File: config.mk
export PLATFORM = sky130hd
export DESIGN_NAME = adder_share_ctrl
export DESIGN_NICKNAME = d
export VERILOG_FILES = /design/src/rtl/adder_share_ctrl.sv
export SDC_FILE = /design/constraint.sdc
export NUM_CORES = 1
export LEC_CHECK = 0
export CAP_MARGIN = 20
export CORE_MARGIN = 5
export CORE_UTILIZATION = 40
export CTS_CLUSTER_DIAMETER = 100
export DETAILED_ROUTE_END_ITERATION = 8
export PLACE_DENSITY = 0.8
export SLEW_MARGIN = 20
export SYNTH_ARGS = -nofsm -noshare
export SYNTH_HDL_FRONTEND = slang
export SYNTH_SLANG_ARGS = --single-unit
export TNS_END_PERCENT = 10
File: constraint.sdc
create_clock -name clock -period 1.4 [get_ports clock]
set_input_delay 0.28 -clock clock [delete_from_list [all_inputs] [get_ports clock]]
set_output_delay 0.28 -clock clock [all_outputs]
set_load 0.1 [all_outputs]
File: src/rtl/adder_share_ctrl.sv
// -----------------------------------------------------------------------------
// adder_share_ctrl
//
// Time-shares one external registered adder (y = a + b, one-cycle latency)
// between NUM_REQ requesters. Pending requests are arbitrated, the winner's
// operands are registered onto add_a/add_b, and the adder result is captured
// two edges after the grant. The result is returned with the requester index,
// and that requester receives a one-cycle ack.
//
// Ports:
//   clock    in   system clock, rising edge
//   reset    in   synchronous, active-high reset
//   req      in   [NUM_REQ]        request lines, level-held until ack
//   a_in     in   [NUM_REQ*WIDTH]  operand A, requester i at [i*WIDTH +: WIDTH]
//   b_in     in   [NUM_REQ*WIDTH]  operand B, same packing as a_in
//   ack      out  [NUM_REQ]        one-cycle completion pulse
//   y_out    out  [WIDTH]          captured sum
//   y_id     out  [ID_W]           owner of y_out
//   y_valid  out                   one-cycle result strobe
//   busy     out                   FSM is not in IDLE
//   add_a    out  [WIDTH]          registered operand A to the shared adder
//   add_b    out  [WIDTH]          registered operand B to the shared adder
//   add_y    in   [WIDTH]          shared adder result
//
// Build option:
//   ADDER_SHARE_FIXED_PRIO_EN  defined   -> fixed priority, lowest index wins,
//                                           no round-robin pointer.
//                              undefined -> round-robin arbitration.
// -----------------------------------------------------------------------------
module adder_share_ctrl #(
    parameter int unsigned NUM_REQ = 2,
    parameter int unsigned WIDTH   = 8,
    parameter int unsigned ID_W    = 1
) (
    input  logic                     clock,
    input  logic                     reset,
    input  logic [NUM_REQ-1:0]       req,
    input  logic [NUM_REQ*WIDTH-1:0] a_in,
    input  logic [NUM_REQ*WIDTH-1:0] b_in,
    output logic [NUM_REQ-1:0]       ack,
    output logic [WIDTH-1:0]         y_out,
    output logic [ID_W-1:0]          y_id,
    output logic                     y_valid,
    output logic                     busy,
    output logic [WIDTH-1:0]         add_a,
    output logic [WIDTH-1:0]         add_b,
    input  logic [WIDTH-1:0]         add_y
);

    typedef enum logic [1:0] {
        S_IDLE,
        S_ISSUE,
        S_CAPTURE,
        S_DONE
    } state_t;

    state_t              r_state;
    state_t              w_state_nxt;

    logic [ID_W-1:0]     r_grant;
    logic [NUM_REQ-1:0]  r_ack;
    logic [WIDTH-1:0]    r_y_out;
    logic [ID_W-1:0]     r_y_id;
    logic                r_y_valid;
    logic [WIDTH-1:0]    r_add_a;
    logic [WIDTH-1:0]    r_add_b;

    logic                w_any;
    logic [ID_W-1:0]     w_gnt;
    logic [WIDTH-1:0]    w_sel_a;
    logic [WIDTH-1:0]    w_sel_b;

`ifdef ADDER_SHARE_FIXED_PRIO_EN
    // Lowest-index pending requester always wins.
    always_comb begin
        w_any = 1'b0;
        w_gnt = '0;
        for (int unsigned j = 0; j < NUM_REQ; j++) begin
            if (req[j] && !w_any) begin
                w_any = 1'b1;
                w_gnt = j[ID_W-1:0];
            end
        end
    end
`else
    logic [ID_W-1:0]     r_ptr;
    logic                w_hit_hi;
    logic [ID_W-1:0]     w_gnt_hi;
    logic [ID_W-1:0]     w_gnt_lo;

    // Circular search from r_ptr: prefer the first set bit at or above the
    // pointer; otherwise wrap to the first set bit overall (which is then
    // necessarily below the pointer).
    always_comb begin
        w_any    = 1'b0;
        w_hit_hi = 1'b0;
        w_gnt_hi = '0;
        w_gnt_lo = '0;
        w_gnt    = '0;
        for (int unsigned j = 0; j < NUM_REQ; j++) begin
            if (req[j]) begin
                if (!w_any) begin
                    w_any    = 1'b1;
                    w_gnt_lo = j[ID_W-1:0];
                end
                if (!w_hit_hi && (j >= 32'(r_ptr))) begin
                    w_hit_hi = 1'b1;
                    w_gnt_hi = j[ID_W-1:0];
                end
            end
        end
        w_gnt = w_hit_hi ? w_gnt_hi : w_gnt_lo;
    end

    // Winner drops to lowest priority once its result is captured.
    always_ff @(posedge clock) begin
        if (reset) begin
            r_ptr <= '0;
        end else if (r_state == S_CAPTURE) begin
            r_ptr <= (32'(r_grant) == NUM_REQ - 1) ? '0 : r_grant + ID_W'(1);
        end
    end
`endif

    // Operand select for the granted requester.
    always_comb begin
        w_sel_a = '0;
        w_sel_b = '0;
        for (int unsigned j = 0; j < NUM_REQ; j++) begin
            if (32'(w_gnt) == j) begin
                w_sel_a = a_in[j*WIDTH +: WIDTH];
                w_sel_b = b_in[j*WIDTH +: WIDTH];
            end
        end
    end

    always_ff @(posedge clock) begin
        if (reset) begin
            r_state <= S_IDLE;
        end else begin
            r_state <= w_state_nxt;
        end
    end

    always_comb begin
        w_state_nxt = r_state;
        case (r_state)
            S_IDLE:    if (w_any) w_state_nxt = S_ISSUE;
            S_ISSUE:   w_state_nxt = S_CAPTURE;
            S_CAPTURE: w_state_nxt = S_DONE;
            S_DONE:    w_state_nxt = S_IDLE;
            default:   w_state_nxt = S_IDLE;
        endcase
    end

    always_ff @(posedge clock) begin
        if (reset) begin
            r_grant   <= '0;
            r_ack     <= '0;
            r_y_out   <= '0;
            r_y_id    <= '0;
            r_y_valid <= 1'b0;
            r_add_a   <= '0;
            r_add_b   <= '0;
        end else begin
            case (r_state)
                S_IDLE: begin
                    if (w_any) begin
                        r_add_a <= w_sel_a;
                        r_add_b <= w_sel_b;
                        r_grant <= w_gnt;
                    end
                end
                S_CAPTURE: begin
                    r_y_out   <= add_y;
                    r_y_id    <= r_grant;
                    r_y_valid <= 1'b1;
                    for (int unsigned j = 0; j < NUM_REQ; j++) begin
                        r_ack[j] <= (32'(r_grant) == j);
                    end
                end
                S_DONE: begin
                    r_y_valid <= 1'b0;
                    r_ack     <= '0;
                end
                default: ;
            endcase
        end
    end

    assign ack     = r_ack;
    assign y_out   = r_y_out;
    assign y_id    = r_y_id;
    assign y_valid = r_y_valid;
    assign add_a   = r_add_a;
    assign add_b   = r_add_b;
    assign busy    = (r_state != S_IDLE);

endmodule

### Word-level counts from Yosys, hierarchy flattened

Cells that the tools add are included.

* bits in registers: 32
* bits in latches: 0
* bits in writable memories: 0
* ROM bits: 0
* memories kept: 0

* add/sub/neg operators: 1
* multiply operators: 0
* div/mod/pow operators: 0
* $lt $le $gt $ge: 1
* eq/ne operators: 4
* shifts and indexed selects: 0
* muxes and demuxes: 17
* bitwise gates (word level): 1
* reduce and logical (&&, ||, !) cells: 4

Operators by type and width (number)
* 8-bit two-way mux: 2
* 1-bit two-way mux: 11
* 2-bit one-hot mux with 4 select lines: 1
* 2-bit == test, second input constant: 2
* 2-bit one-hot mux with 2 select lines: 1
* 2-bit nonzero test: 2
* 2-bit by 1-bit == test with 1-bit output, second input constant: 1
* 2-bit logical NOT: 1
* 2-bit two-way mux: 1
* 2-bit != test, second input constant: 1
* 1-bit one-hot mux with 2 select lines: 1
* 2-bit AND reduction: 1
* 1-bit adder, second input constant: 1
* 1-bit >= comparator, first input constant: 1
* 1-bit NOT: 1

### Depth between registers and ports, before layout

* depth in word-level cells: 7
* gate-level depth with buffers: 6
* depth with buffers taken out: 5

### Worst setup path before layout

OpenSTA, ideal clock, no wires.

* path kind: register -> register
* start point: register r_state[0]
* end point: register r_state[1]
* library setup time: 0.073 ns
* arrival: 1.644 ns
* setup slack: -0.316 ns
* stages on the path, launching flop included: 6
* buffers on the path: 0
* path through: dfxtp_1 inv_1 ha_1 inv_1 or4_1 a21oi_1

* word-level cells in the longest chain between the ends: 2

Ends and longest elaborated chain
* start: declaration: RTL line 57 `state_t r_state;`
* start signal: assignment: RTL line 141 `r_state <= w_state_nxt;`
* 2-bit == test, or another cell as far along: RTL line 147 `case (r_state)`
* 2-bit one-hot mux with 4 select lines or 2-bit != test (tied branches)

Several ways; a longest one is shown, not always the timed one.
A chain may end at the register's enable or synchronous reset.

### Worst setup path in the final report

* start point: register r_state[1]
* end point: register r_state[1]

Same word-level chain as after synthesis.

==> results.tsv <==
stage	metric	value	unit
synthesis	yosysTopAreaCellShare	43.84	%
drt	wl	4635	µm
floorplanning	initial_utilization	40.53	%
cts	holdBufCountCts	0	
timing	tightest_slew	0.3132	ns
drt	via_per_inst	5.148	
floorplanning	coreArea	0.003606	mm²
cts	cts_sinks	32	
timing	fin_skew	0.003751	ns
synthesis	synth_cell_type_count	25	
timing	finalHoldViolations	0	
floorplanning	ios	73	
pwr	internal_power	3.457	mW
worst_hold_path	hp-class	in2reg	
pwr	comb_power_share	65.3	%
setup_path	critPathLaunchType	register	
outcome	status	finished, violations left	
setup_path	critPathKind	reg2reg	
pwr	leakage	1.075	nW
pwr	power.share.sequential	21.8	%
timing	fmax	707.6	MHz
grt	grt_first_pass_wirelength	7334	µm
cts	cts.clk_slew.worst_paths	0.07	ns
timing	hold_ws	0.4789	ns
floorplanning	rows	22	
drt	initialDrtViolationCount	71	
synthesis	syn_inst	156	
setup_path	crit_arrival	1.64	ns
timing	setup_tns	-0.01323	ns
placed_design	globalplace.congestion	0.7838	
cts	htree_levels	2	
outcome	violations	setup timing	
setup_path	rr_startpoint	r_state[1]$_SDFFE_PP0P_	
timing	rsz0062_at_grt	true	
cts	clockRootBuffer	clkbuf_8	
cts	cts_buffer_depth	2	
timing	fin_crit	1.413	ns
pwr	switchingPower	3.355	mW
placed_design	dp_hpwl	3394	µm
synthesis	synth.area.top_cells	dfxtp_1, a311oi_2, nor2_1	
drt	wl_per_cell	15.93	µm
synthesis	synthSimpleGateAreaFrac	15.75	%
floorplanning	dieHeight	70.45	µm
cts	numCtsBuffers	5	
grt	grt_max_degree	22	
synthesis	synth_mux_area_share	7.534	%
synthesis	syn_nets	203	
timing	fin_crit_sh	100.9	%
synthesis	synth_top_family_by_area	compound AO/OA/AOI/OAI gates	
synthesis	synthAdderAreaFrac	2.568	%
synthesis	synth_compound_area_share	22.86	%
timing	layout_setup_ws	-0.01323	ns
cells_and_area	layout.nets	289	
grt	grt_antenna_before_repair	0	
pwr	clkPwrFrac	12.9	%
timing	finalSetupViolations	1	
drt	firstDrtPassIters	4	
pwr	p_sw_share	49.25	%
setup_path	worstPathMaxFanout	3	
synthesis	synth.largest_area_cell	dfxtp_1	
setup_path	crit_required	1.62	ns
synthesis	ys.warnings.count	0	
grt	grtUsageTotal	19.20	%
pwr	vdd_drop_max	1.299	mV
setup_path	worstSetupStartpoint	r_state[1]$_SDFFE_PP0P_	
placed_design	io_buffers	72	
floorplanning	die-area	0.004963	mm²
drt	drc_errors	0	
synthesis	synthesis.area	0.001461	mm²
timing	slew_violations	0	
cts	clock_latency	0.29	ns
synthesis	synthXorXnorAreaFrac	0	%
cells_and_area	antennaDiodeCount	0	
cells_and_area	drive_above_1_share	31.28	%
grt	grt_pass1_vias	1504	
floorplanning	chipWidth	70.45	µm
flow_run	max-cap-violations	0	
synthesis	synth.avg_cell_area	9.368	µm²
setup_path	end_kind	register	
synthesis	synth-seq-area-share	43.84	%
grt	grt_overflow_total	0	
synthesis	ys_ff_latch	32	
cells_and_area	post-route-util	76.86	%
cts	cts_tree	built	
cells_and_area	area_growth	89.64	%
pwr	cellPowerDensity	2458	mW/mm²
worst_hold_path	hp-start	req[0]	
drt	ant_nets	0	
drt	vias	1498	
timing	slew_headroom	78.58	%
through the flow:
stage | cells | area (µm²) | setup slack [ns] | power, mW
2_1_floorplan | 156 | 1461 | -0.3161 | 4.120
3_3_place_gp | 280 | 2615 | -0.1907 | 5.690
3_5_place_dp | 280 | 2615 | -0.2865 | 5.780
4_1_cts | 291 | 2760 | 0.001122 | 6.789
5_1_grt | 291 | 2771 | -0.06088 | 7.069
6_report | 291 | 2771 | -0.01323 | 6.812
state kept, by name, summed over array words and instances (netlist names), 2 cells and up:
| signal | count |
|---|---|
| ack | 2 |
| r_state | 2 |
| y_out | 8 |
| add_b | 8 |
| add_a | 8 |
layout by cell type (no fill, tap or decap), types with 2 or more instances in the layout:
cell type,Yosys,final
clkbuf_8,0,5
buf_12,0,32
o21ai_0,7,7
a311oi_1,6,6
mux2i_1,11,11
dfxtp_1,32,30
inv_2,0,2
dfxtp_2,0,2
a311oi_2,10,10
nor3_1,3,3
dlymetal6s2s_1,0,2
nor2_1,30,30
ha_1,3,2
o21ai_1,10,10
nand3_1,16,16
inv_1,5,2
buf_4,2,18
clkdlybuf4s50_1,0,41
what timing repair did:
action / in CTS / in global routing
resized for setup: 6 / 5
setup buffers: 3 / 0
endpoints found under the setup margin: 5 / 13
pin swaps: 1 / 0
worst paths after layout:
kind                                  end  slack, ns  cells past startpoint
setup reg to reg  r_state[1]$_SDFFE_PP0P_      -0.01                      6
hold / removal    r_state[1]$_SDFFE_PP0P_       0.48                      3
setup / recovery  r_state[1]$_SDFFE_PP0P_      -0.01                      6
hold reg to reg       ack[0]$_SDFFE_PP0P_       0.53                      2
layer usage:
layer	wire length [µm]	GRT usage, %	vias to the layer above	part of all wire [%]
met3	249	5.468	7	5.4
met2	2520	34.51	50	54
met1	1773	20.12	707	38
met5	0	0	-	0
met4	91	9.574	0	2.0
li1	-	-	734	-
Yosys cell counts:
master     instances
o21ai_0            7
or4_1              1
a32oi_1            1
inv_1              5
nor2_1            30
a211oi_1           1
o21a_2             1
and2b_2            1
buf_6              3
buf_1              1
buf_4              2
a311oi_1           6
nand3_1           16
nor3_1             3
clkbuf_1           2
nand2b_1           1
dfxtp_1           32
a2111oi_0          1
o31ai_1            1
o21ai_1           10
mux2i_1           11
a21oi_1            1
buf_2              6
ha_1               3
a311oi_2          10
power groups by stage:
stage          logic [mW]  clock network, mW  registers [mW]
3_3_place_gp         4.21                  0            1.48
6_report             4.45              0.878            1.48
4_1_cts              4.42              0.893            1.47
2_1_floorplan        1.12                  0            3.00
3_5_place_dp         4.29                  0            1.49
5_1_grt              4.62              0.939            1.51
logic make-up (layout without fill, tap and decap cells):
logic type,Yosys count,in the layout
simple gates,52,52
compound gates,39,39
flops,32,32
buf+inv,19,106
mux,11,11
fa+ha+maj,3,3
layout make-up:
type                            instances  area [µm²]
Fill cell                             238       834.6
Tap cell                               48       60.06
Clock inverter                          2       35.03
Timing Repair Buffer                   93        1211
Clock buffer                            6       72.57
Multi-Input combinational cell        105       728.2
Inverter                                5       21.27
Sequential cell                        32       643.1
critical path, stage by stage, from the launching register on:
cell     delay (ns)
dfxtp_2        0.33
inv_2          0.08
ha_4           0.17
inv_4          0.05
buf_4          0.13
or4_1          0.44
a21oi_2        0.14
Note: power is estimated with default switching activity, not from simulation.
